<file path="config.mk">
export PLATFORM = sky130hd
export DESIGN_NAME = sound_ch4_envelope_length
export DESIGN_NICKNAME = d
export VERILOG_FILES = /design/src/rtl/sound_ch4_envelope_length.sv
export SDC_FILE = /design/constraint.sdc
export NUM_CORES = 1
export LEC_CHECK = 0
export CAP_MARGIN = 20
export CORE_ASPECT_RATIO = 0.75
export CORE_MARGIN = 3
export CORE_UTILIZATION = 45
export DETAILED_ROUTE_END_ITERATION = 8
export PLACE_DENSITY = 0.72
export SLEW_MARGIN = 0
export SYNTH_ARGS = -nofsm -noshare
export SYNTH_HDL_FRONTEND = slang
export SYNTH_SLANG_ARGS = --single-unit
</file>
<file path="constraint.sdc">
create_clock -name iClock -period 2.2 [get_ports iClock]
set_input_delay 0.44 -clock iClock [delete_from_list [all_inputs] [get_ports iClock]]
set_output_delay 0.44 -clock iClock [all_outputs]
set_load 0.02 [all_outputs]
</file>
<file path="src/rtl/sound_ch4_envelope_length.sv">
// Channel-4 amplitude stage: gates the noise LFSR bit with the volume envelope
// and the length counter, and produces the registered sample for the mixer.
module sound_ch4_envelope_length #(
   parameter int VOL_WIDTH = 4,
   parameter int LEN_WIDTH = 6
) (
   input  logic                 iClock,
   input  logic                 iReset,
   input  logic                 iLengthTick,
   input  logic                 iEnvelopeTick,
   input  logic                 iLengthLoad,
   input  logic [LEN_WIDTH-1:0] iLengthData,
   input  logic [VOL_WIDTH-1:0] iInitialVolume,
   input  logic                 iEnvelopeUp,
   input  logic [2:0]           iEnvelopePeriod,
   input  logic                 iLengthEnable,
   input  logic                 iTrigger,
   input  logic                 iNoise,
   output logic [VOL_WIDTH-1:0] oSample,
   output logic [VOL_WIDTH-1:0] oVolume,
   output logic                 oActive
);

   typedef enum logic {IDLE, PLAYING} chanState_t;

   localparam logic [LEN_WIDTH:0]   FULL_LEN = {1'b1, {LEN_WIDTH{1'b0}}};
   localparam logic [VOL_WIDTH-1:0] MAX_VOL  = {VOL_WIDTH{1'b1}};

   chanState_t           state, stateNext;
   logic [LEN_WIDTH:0]   lengthCounter, lengthNext;
   logic [2:0]           envTimer, envTimerNext;
   logic [VOL_WIDTH-1:0] volumeNext;
   logic [VOL_WIDTH-1:0] sampleNext;

   logic                 dacOff;
   logic [LEN_WIDTH:0]   loadedLength;
   logic                 lengthExpires;

   // The length write is folded in ahead of the trigger so a trigger in the
   // same cycle sees the freshly loaded count.
   always_comb begin
      dacOff       = (iInitialVolume == '0) && !iEnvelopeUp;
      loadedLength = iLengthLoad ? (FULL_LEN - {1'b0, iLengthData}) : lengthCounter;
   end

   always_comb begin
      lengthNext    = loadedLength;
      lengthExpires = 1'b0;
      if (iTrigger) begin
         if (loadedLength == '0) lengthNext = FULL_LEN;
      end else if ((state == PLAYING) && iLengthTick && iLengthEnable &&
                   (loadedLength != '0)) begin
         lengthNext    = loadedLength - 1'b1;
         lengthExpires = (lengthNext == '0);
      end
   end

   // Envelope steps when the timer would hit zero, then reloads from the period.
   always_comb begin
      envTimerNext = envTimer;
      volumeNext   = oVolume;
      if (iTrigger) begin
         envTimerNext = iEnvelopePeriod;
         volumeNext   = iInitialVolume;
      end else if ((state == PLAYING) && iEnvelopeTick && (iEnvelopePeriod != 3'd0)) begin
         if (envTimer <= 3'd1) begin
            envTimerNext = iEnvelopePeriod;
            if (iEnvelopeUp && (oVolume != MAX_VOL))
               volumeNext = oVolume + 1'b1;
            else if (!iEnvelopeUp && (oVolume != '0))
               volumeNext = oVolume - 1'b1;
         end else begin
            envTimerNext = envTimer - 3'd1;
         end
      end
   end

   always_comb begin
      stateNext = state;
      if (iTrigger)
         stateNext = dacOff ? IDLE : PLAYING;
      else if ((state == PLAYING) && (dacOff || lengthExpires))
         stateNext = IDLE;
   end

   always_comb begin
      sampleNext = '0;
      if ((state == PLAYING) && iNoise) sampleNext = oVolume;
   end

   always_ff @(posedge iClock or posedge iReset) begin
      if (iReset) begin
         state         <= IDLE;
         lengthCounter <= '0;
         envTimer      <= 3'd0;
         oVolume       <= '0;
         oSample       <= '0;
      end else begin
         state         <= stateNext;
         lengthCounter <= lengthNext;
         envTimer      <= envTimerNext;
         oVolume       <= volumeNext;
         oSample       <= sampleNext;
      end
   end

   assign oActive = (state == PLAYING);

endmodule

</file>
==> results.txt <==
----------------------------------------------------
[Clock network]
  Clock transition at path regs ... around 0.070 ns
  Clock buffers created by TritonCTS ... 3
  Buffer depth of the longest clock path ... 2
  Cell at the root of the clock tree ... clkbuf_8
  Clock tree from TritonCTS ... built
  Number of sinks on the clock net ... 19
  Clock latency on the worst-skew pair ... approximately 0.26 ns
  Number of levels in the clock H-tree ... 1

[GRT]
  Wire length of the first global-routing pass ... just over 6000 µm
  Residual overflow from global routing ... 0
  Maximum number of pins on one net before global-route repair ... 20
  Met2 Track Usage GR ... a little under two fifths
  Met1 demand-to-capacity share in global routing ... 25.4%
  Initial antenna violation count ... 0
  GR Util met3 ... about 3.4%
  Via count of the first global-routing pass ... 1,424
  Global routing usage summed across all routing layers ... between 20% and 30%
  Global-route layer with the greatest usage ... met2

[Timing]
  Tmin final ... 2.12 ns
  Actual transition at the worst max-transition pin ... 0.394 ns
  Highest clock frequency the design can meet ... between 400 and 500 MHz
  Final number of max-transition violations ... 0
  Max Clock Skew ... roughly 0.0039 ns
  Final total negative setup slack ... 0 ns
  Slew headroom ... 73.6%
  Final number of hold-violating endpoints ... 0
  Number of setup violations in the final report ... 0
  Post-route fraction of the period consumed by the critical path ... around 97%

[Flow run]
  Number of maximum-capacitance violations ... 0

[Placed design]
  Half-perimeter wire length after detailed placement ... between 2000 and 3000 µm
  Global placement routability congestion ... ~0.8
  I/O Buffers ... 30
  Area after DPL ... roughly 2100 µm²
  Count of placed standard cells including taps ... 253

[Routing]
  Vias after detailed routing ... approximately 1,400
  DR DRC count ... 0
  Number of design-rule violations left by the first detailed-router iteration ... 38
  Drt pass-1 iters ... 4
  Average wire per standard cell ... about 15 µm
  Via-to-Cell Ratio ... 5.53
  Total Routed Length ... between 3000 and 4000 µm
  Detail Route Antenna Nets ... 0

[Yosys]
  Number of flops mapped to enable cells by yosys ... 0
  Total standard cell area after synthesis ... 1440 µm²
  Mapped Cells ... between 150 and 200
  Sequential-to-total area share from yosys stat ... 33.0%
  Fraction of the mapped netlist area in compound gates ... 19.7%
  Flops & latches, synth ... 19
  Combinational family with the most area after synthesis ... simple AND/OR/NAND/NOR gates
  Per-instance average area after synthesis ... roughly 9.4 µm²
  Commonest register cell after synthesis ... dfrtp_1
  Xor and xnor area share after synthesis ... under 10%
  Mapped Nets ... between 150 and 200
  Synth Area in Adders ... under 10%
  Simple-Gate Fraction of Synth Area ... about 23%
  Distinct cell type count after synthesis ... between 40 and 50
  Portion of netlist area occupied by mux cells ... just under 6%
  Count of yosys warnings during synthesis ... 0
  Share of flip-flops with an asynchronous set or reset after synthesis ... 100%

[Cells and area]
  Area grow syn2layout ... 50.0%
  Final instance area ... roughly 2200 µm²
  Final cell count without fillers ... around 260
  Antenna diode instance count ... 0
  Net count of the finished layout ... between 200 and 300
  Share of layout cells above drive strength 1 ... between 30% and 40%

[Floorplanning]
  Die area ... ~4000 µm²
  Die outline width ... 71.4 µm
  Floorplan die height ... 55.0 µm
  Area of the placeable core ... 3000 µm²
  Total number of placement rows ... 17
  # IOs ... 31
  Starting density of the core ... between 40% and 50%

[Power]
  Maximum vdd drop ... slightly above 0.7 mV
  Power per cell area ... 774 nW/µm²
  Leakage ... ~0.00096 µW

[Min path]
  Classification of the worst-slack hold path ... in2async

[Critical path]
  CP arrival ... between 2 and 2.5 ns
  Crit Path Max Fanout ... 5
  Critical Path Source Type ... input pin
  Critical path capture point type ... flop
  Required time of the worst setup path ... roughly 2.3 ns
  Start-to-end type of the worst setup path ... in2reg

[Status]
  Outcome ... completed

----------------------------------------------------
-- cells in the mapped netlist, types with 2 or more instances --
| master | instances | area, µm² |
|---|---|---|
| dfrtp_1 | 19 | 475 |
| inv_1 | 11 | 41.3 |
| nor2_1 | 11 | 41.3 |
| o21ai_0 | 9 | 45.0 |
| a21oi_1 | 8 | 40.0 |
| ha_1 | 8 | 100 |
| nand2_1 | 8 | 30.0 |
| nand3_1 | 8 | 40.0 |
| xnor2_1 | 8 | 70.1 |
| and3_1 | 5 | 31.3 |
| mux2i_1 | 5 | 50.1 |
| nor3_1 | 5 | 25.0 |
| or4_1 | 3 | 22.5 |
| a31oi_1 | 2 | 12.5 |
| nand4_1 | 2 | 12.5 |
| nor3b_1 | 2 | 15.0 |
| nor4_1 | 2 | 12.5 |
| o22ai_1 | 2 | 12.5 |
| o311a_1 | 2 | 20.0 |
| o31ai_1 | 2 | 15.0 |
| o32ai_1 | 2 | 17.5 |
| or3_4 | 2 | 22.5 |
-- power breakdown --
group          total (µW)  switching [µW]  internal, µW  leakage (µW)
registers             527            81.2           445      0.000229
logic                 906             444           462      0.000704
clock network         243             117           126     0.0000255
total                1680             642          1030      0.000958
-- sequential cells by signal, indices dropped and copies added (netlist names) --
name           count
lengthCounter      7
envTimer           3
oActive            1
oVolume            4
oSample            4
-- critical path, stage by stage --
cell	delay, ns
clkdlybuf4s50_1	0.54
buf_4	0.14
nand2_1	0.04
mux2i_1	0.19
or3_4	0.19
nor3_4	0.05
or4_1	0.50
xor2_1	0.17
-- worst paths after layout --
kind,cells past startpoint,endpoint,from,slack [ns]
worst max-delay path,8,lengthCounter[2],iLengthData[4],0.08
max in group asynchronous,3,envTimer[1],iReset,1.49
worst min register to register,2,lengthCounter[5],lengthCounter[5],0.60
worst min-delay path,3,lengthCounter[3],iReset,0.50
worst max register to register,8,oVolume[2],oVolume[3],0.22
min in group iClock,2,lengthCounter[5],lengthCounter[5],0.60
-- through the flow --
stage               hold slack [ns]  utilization (%)  power [µW]  setup slack, ns
CTS                           0.512             71.3        1680          0.00982
detailed placement            0.582             68.7        1420           -0.557
finish                        0.503             72.1        1680           0.0770
global placement              0.527             68.7        1370           -0.472
global route                  0.546             72.1        1790          -0.0196
floorplan                     0.391                -        1020           0.0210
-- cell families (layout without fill, tap and decap cells) --
kind of cell	count (synthesis)	in the layout
and+or+nand+nor	55	55
AOI/OAI and AO/OA	39	39
DFF	19	19
buffers and inverters	15	85
adders and majority gates	9	9
xor gates and xnor gates	9	9
muxes	7	7
-- cells in the final DEF, fill, tap and decap left out, types with 3 or more instances in the layout --
master,netlist,layout
and3_1,5,5
mux2i_4,1,3
nor3_1,5,5
xnor2_1,8,8
inv_1,11,11
buf_4,0,37
ha_1,8,6
nand2_1,8,8
clkdlybuf4s50_1,0,25
dfrtp_1,19,19
o21ai_0,9,9
clkbuf_8,1,3
nor2_1,11,9
a21oi_1,8,8
mux2i_1,5,3
nand3_1,8,7
-- layout make-up --
cell class | count | area, µm²
multi-input combinational | 119 | 957
fill | 211 | 836
timing repair buffer | 69 | 592
sequential | 19 | 475
tap | 38 | 47.5
inverter | 12 | 45.0
clock buffer | 3 | 41.3
clock inverter | 1 | 5.00
-- what timing repair did --
action | in CTS | in global routing
endpoints found under the hold margin | 0 | 0
gates resized for setup | 17 | 3
hold buffers | 0 | 0
pin swaps | 7 | 5
endpoints found under the setup margin | 8 | 7
buffers inserted | 2 | 2
-- routing by layer --
metal / vias to the layer above / routed length [µm]
li1: 707 / -
met1: 697 / 1680
met2: 38 / 1960
met3: 2 / 162
met4: 0 / 12
met5: - / 0
Note: power is estimated with default switching activity, not from simulation.
==> RTL change 1: new RTL, same flow settings <==
Register the input `iLengthEnable` before use, with the module's reset. The logic sees it one clock later. The other inputs are not delayed to match.
--- a/src/rtl/sound_ch4_envelope_length.sv
+++ b/src/rtl/sound_ch4_envelope_length.sv
@@ -27,4 +27,14 @@
    localparam logic [VOL_WIDTH-1:0] MAX_VOL  = {VOL_WIDTH{1'b1}};
 
+   logic iLengthEnable_q;
+
+   always_ff @(posedge iClock or posedge iReset) begin
+      if (iReset) begin
+         iLengthEnable_q <= '0;
+      end else begin
+         iLengthEnable_q <= iLengthEnable;
+      end
+   end
+
    chanState_t           state, stateNext;
    logic [LEN_WIDTH:0]   lengthCounter, lengthNext;
@@ -49,5 +59,5 @@
       if (iTrigger) begin
          if (loadedLength == '0) lengthNext = FULL_LEN;
-      end else if ((state == PLAYING) && iLengthTick && iLengthEnable &&
+      end else if ((state == PLAYING) && iLengthTick && iLengthEnable_q &&
                    (loadedLength != '0)) begin
          lengthNext    = loadedLength - 1'b1;
Check against the original RTL: not equivalent (a bounded check fails within 4 cycles, from zero or initial values and one cycle with iReset high).
==> RTL change 1 against the unedited design <==
  * The run now ends with negative setup slack left
  * Power grew 7.5%
  * Area after synthesis down 2.9%
  * Count of clock-buffer cells in the layout did not move
  * Combinational power rose by 1%
  * Sequential cell count rose by 1
  * Setup slack worse by 0.091 ns
  * Design area rose by 0.29%
  * Routed wire length up 4.3%
  * Largest cell class unchanged
==> RTL change 1: results (changes against the unedited design) <==
| Stage | Item | Reported | Change |
|---|---|---|---|
| worst setup path | Source of the critical timing path | iLengthData[2] | was iLengthData[4] |
| timing | Min Hold Slack | 0.5079 ns | was 0.5033 ns |
| synth | Register area share after synthesis | 0.3575 | was 0.3296 |
| placed design | Hpwl dp | 2.786 mm | was 2.981 mm |
| synth | Average cell area after synthesis | 9.397 sq um | was 9.429 sq um |
| run status | Violated checks | negative setup slack |  |
| worst setup path | Worst path arrival time | 2.38 ns | was 2.27 ns |
| timing | Slew headroom | 0.7047 | was 0.7365 |
| pwr | Peak ir drop on the vdd network | 0.0006004 V | was 0.0007065 V |
| pwr | Fraction of power consumed by combinational cells | 0.508 | was 0.541 |
| worst setup path | Crit path largest cell delay | 0.43 ns | was 0.54 ns |
| global route | Global routing usage summed across all routing layers | 0.1967 | was 0.2038 |
| worst setup path | Depth of the most critical reg-to-reg path | 10 | was 8 |
| global route | Largest net degree at the start of global routing | 21 | was 20 |
| detailed routing | Overall routed net length | 3.983 mm | was 3.820 mm |
| final layout | Utilization after layout | 0.7797 | was 0.7213 |
| worst setup path | Reg2reg end | oVolume[3] | was oVolume[2] |
| final layout | Share of post-route cells with drive strength above 1 | 0.2930 | was 0.3004 |
| placed design | Final GP Congestion | 0.8778 | was 0.8140 |
| placed design | Pre-CTS setup slack | -0.5316 ns | was -0.5574 ns |
| run status | Status | finished, violations left | was complete, no violations |
| worst setup path | Slowest-stage cell, CP | sky130_fd_sc_hd__or3_4 | was sky130_fd_sc_hd__clkdlybuf4s50_1 |
| global route | First-pass GRT wire length | 5.934 mm | was 6.223 mm |
| detailed routing | Via/cell ratio | 5.367 | was 5.533 |
| detailed routing | Detailed route wirelength on metal3 | 185 um | was 162 um |
| synth | Nets in the synthesized netlist | 180 | was 184 |
| timing | Count of endpoints failing setup in the final report | 1 | was 0 |
| detailed routing | Met1 wire length | 1.842 mm | was 1.680 mm |
| pwr | Power consumed by sequential cells | 521 uW | was 527 uW |
| pwr | Sequential group share of total power | 0.289 | was 0.314 |
| pwr | Reported leakage power | 0.9757 nW | was 0.9577 nW |
| detailed routing | Vias | 1347 | was 1444 |
| timing | Skew final | 0.002699 ns | was 0.003861 ns |
| timing | Post-route worst setup slack | -0.01393 ns | was 0.07695 ns |
==> RTL change 1: worst max path at each step <==
| stage | to | slack, ns | cells past startpoint |
|---|---|---|---|
| 4_1_cts | lengthCounter[1] | 0.01 | 8 |
| 2_1_floorplan | lengthCounter[0] | 0.009 | 9 |
| 3_3_place_gp | lengthCounter[0] | -0.48 | 8 |
| 6_report | lengthCounter[0] | -0.01 | 10 |
| 3_5_place_dp | lengthCounter[0] | -0.53 | 8 |
| 5_1_grt | lengthCounter[0] | -0.07 | 10 |
==> RTL change 1: final cells by class <==
type | instances | area share
repair buffers | 65 | 0.2618
multi-input cells | 112 | 0.4296
flip-flops and latches | 20 | 0.2307
well taps | 36 | 0.02076
clock inverters | 1 | 0.01384
clock buffers | 3 | 0.01903
inverters | 14 | 0.02422
==> RTL change 1: cell families after synthesis <==
kind of cell / synth area share
xor gates and xnor gates: 0.06256
DFF: 0.3575
AOI/OAI and AO/OA: 0.1966
adders and majority gates: 0.08579
muxes: 0.03843
and+or+nand+nor: 0.2136
buffers and inverters: 0.04558
==> RTL change 1: what timing repair did <==
| action | in CTS | in global routing |
|---|---|---|
| pin swaps | 6 | 7 |
| cloned | 0 | 0 |
| resized for setup | 7 | 15 |
| endpoints found under the setup margin | 8 | 9 |
| buffers inserted | 1 | 6 |
==> RTL change 1: routing by layer <==
metal / global-route usage / vias up
met2: 0.3292 / 34
met4: 0.03822 / 0
met3: 0.04771 / 6
met5: 0 / -
li1: - / 670
met1: 0.2644 / 637
==> RTL change 1: tightest hold or removal path, stage by stage <==
cell and delay (ns):
sky130_fd_sc_hd__clkdlybuf4s50_1 0.40, sky130_fd_sc_hd__inv_1 0.05, sky130_fd_sc_hd__buf_4 0.26
==> RTL change 2: new RTL, same settings <==
Made on the original files. Set the parameter `VOL_WIDTH` to 6 (it was 4).
--- a/src/rtl/sound_ch4_envelope_length.sv
+++ b/src/rtl/sound_ch4_envelope_length.sv
@@ -2,5 +2,5 @@
 // and the length counter, and produces the registered sample for the mixer.
 module sound_ch4_envelope_length #(
-   parameter int VOL_WIDTH = 4,
+   parameter int VOL_WIDTH = 6,
    parameter int LEN_WIDTH = 6
 ) (
Ports: changed (resized iInitialVolume, oSample and oVolume); port bits go from 31 to 37. No check against the original RTL was run, so the function may have changed too.
==> RTL change 2 against the unedited design <==
  * First-iteration DRC count increased to 3.7 times the old value
  * Setup slack worse by 0.057 ns
  * Power is 50% higher
  * Area after synthesis rose by 18%
  * Routed wire length rose by 41%
  * Design area is 27% higher
  * Sequential cell count up 4
  * Via count grew 23%
  * Non-clock buffer count increased by 21
  * Critical path type is now reg2reg
  * Critical endpoint is now oVolume[5]
  * Largest power group unchanged
==> RTL change 2: results (changes against the unedited design) <==
| Stage | Item | Reported | Change |
|---|---|---|---|
| worst setup path | Crit path capture | oVolume[5] | was lengthCounter[2] |
| worst setup path | Crit path largest cell delay | 0.42 ns | was 0.54 ns |
| placed design | Hpwl dp | 3.883 mm | was 2.981 mm |
| floorplan | Die width | 77.11 um | was 71.38 um |
| pwr | Reported leakage power | 1.225 nW | was 0.9577 nW |
| worst setup path | Worst path arrival time | 2.36 ns | was 2.27 ns |
| synth | Post-synth top cells | sky130_fd_sc_hd__dfrtp_1, sky130_fd_sc_hd__nand2_1, sky130_fd_sc_hd__inv_1, sky130_fd_sc_hd__nor2_1 | was sky130_fd_sc_hd__dfrtp_1, sky130_fd_sc_hd__inv_1, sky130_fd_sc_hd__nor2_1 |
| global route | Global routing usage summed across all routing layers | 0.2452 | was 0.2038 |
| placed design | Post-Place Cell Area | 0.002510 sq mm | was 0.002061 sq mm |
| global route | Largest net degree at the start of global routing | 19 | was 20 |
| worst setup path | Source of the critical timing path | oVolume[5] | was iLengthData[4] |
| final layout | Share of post-route cells with drive strength above 1 | 0.3832 | was 0.3004 |
| run status | Status | complete, no violations | unchanged |
| global route | Vias in the first global route | 1827 | was 1424 |
| worst setup path | Crit path max fanout | 6 | was 5 |
| detailed routing | Overall routed net length | 5.374 mm | was 3.820 mm |
| final layout | Registers with the most flip-flops | lengthCounter x7, oSample x6, oVolume x6 | was lengthCounter x7, oSample x4, oVolume x4 |
| pwr | Peak ir drop on the vdd network | 0.0007479 V | was 0.0007065 V |
| synth | Cells taking the most area after synthesis | sky130_fd_sc_hd__dfrtp_1, sky130_fd_sc_hd__ha_1, sky130_fd_sc_hd__mux2i_1 | was sky130_fd_sc_hd__dfrtp_1, sky130_fd_sc_hd__ha_1, sky130_fd_sc_hd__xnor2_1 |
| worst setup path | Cell family with the largest share of critical-path delay | compound AO/OA/AOI/OAI gates | was simple AND/OR/NAND/NOR gates |
| placed design | Port buffer count | 36 | was 30 |
| timing | Skew final | 0.005830 ns | was 0.003861 ns |
| worst setup path | Depth of the most critical reg-to-reg path | 9 | was 8 |
| detailed routing | Number of violations reported at the end of detailed-routing iteration 0 | 142 | was 38 |
| worst setup path | Internal reg-to-reg setup slack | 0.02 ns | was 0.22 ns |
| detailed routing | Via/cell ratio | 5.497 | was 5.533 |
| timing | Slew headroom | 0.5517 | was 0.7365 |
| synth | Register area share after synthesis | 0.3372 | was 0.3296 |
| placed design | Final GP Congestion | 0.9052 | was 0.8140 |
| final layout | Final Instance Area | 0.002739 sq mm | was 0.002163 sq mm |
| worst hold path | Class of the tightest hold or removal check | reg2reg | was in2async |
| global route | First-pass GRT wire length | 8.735 mm | was 6.223 mm |
## RTL change 2: final cells by class
type | count | share of cell area
clock inverter | 1 | 0.001827
inverter | 12 | 0.01645
multi-input combinational | 145 | 0.4463
sequential | 23 | 0.2120
timing repair buffer | 90 | 0.2855
tap | 50 | 0.02284
clock buffer | 3 | 0.01508
## RTL change 2: report_power, final
part / internal, mW / switching, mW / leakage (nW) / total [mW]
Combinational: 0.843 / 0.773 / 0.929 / 1.62
Clock: 0.127 / 0.138 / 0.0255 / 0.264
Sequential: 0.556 / 0.0731 / 0.271 / 0.629
Total: 1.53 / 0.984 / 1.23 / 2.51
## RTL change 2: logic make-up after synthesis
logic type,count (synthesis),share of synthesized area
AND/OR/NAND/NOR,65,0.2082
buffers and inverters,16,0.03592
flip-flops,23,0.3372
AO/OA/AOI/OAI,47,0.2038
XOR/XNOR,8,0.04106
multiplexers,14,0.08871
adder cells (fa/ha/maj),11,0.08504
## RTL change 2: timing repair
| item | in CTS | in global routing |
|---|---|---|
| setup endpoints to repair | 9 | 8 |
| setup buffers | 4 | 4 |
| gates resized for setup | 29 | 13 |
| pin swaps | 7 | 8 |
| gates cloned | 1 | 0 |
## RTL change 2: stage by stage
stage | cells | hold WS, ns | worst slack (ns)
after global routing | 324 | 0.5795 | -0.08191
final | 324 | 0.5473 | 0.01966
after detailed placement | 311 | 0.5467 | -0.6947
after floorplan | 184 | 0.4416 | 0.02204
after CTS | 320 | 0.5581 | 0.005498
after global placement | 311 | 0.5142 | -0.4950
## RTL change 2: layer usage
metal | up-vias | GRT usage | share of wire
met2 | 60 | 0.4355 | 0.49
met5 | - | 0 | 0
li1 | 858 | - | -
met3 | 8 | 0.04255 | 0.049
met4 | 0 | 0.06599 | 0.014
met1 | 855 | 0.3145 | 0.45
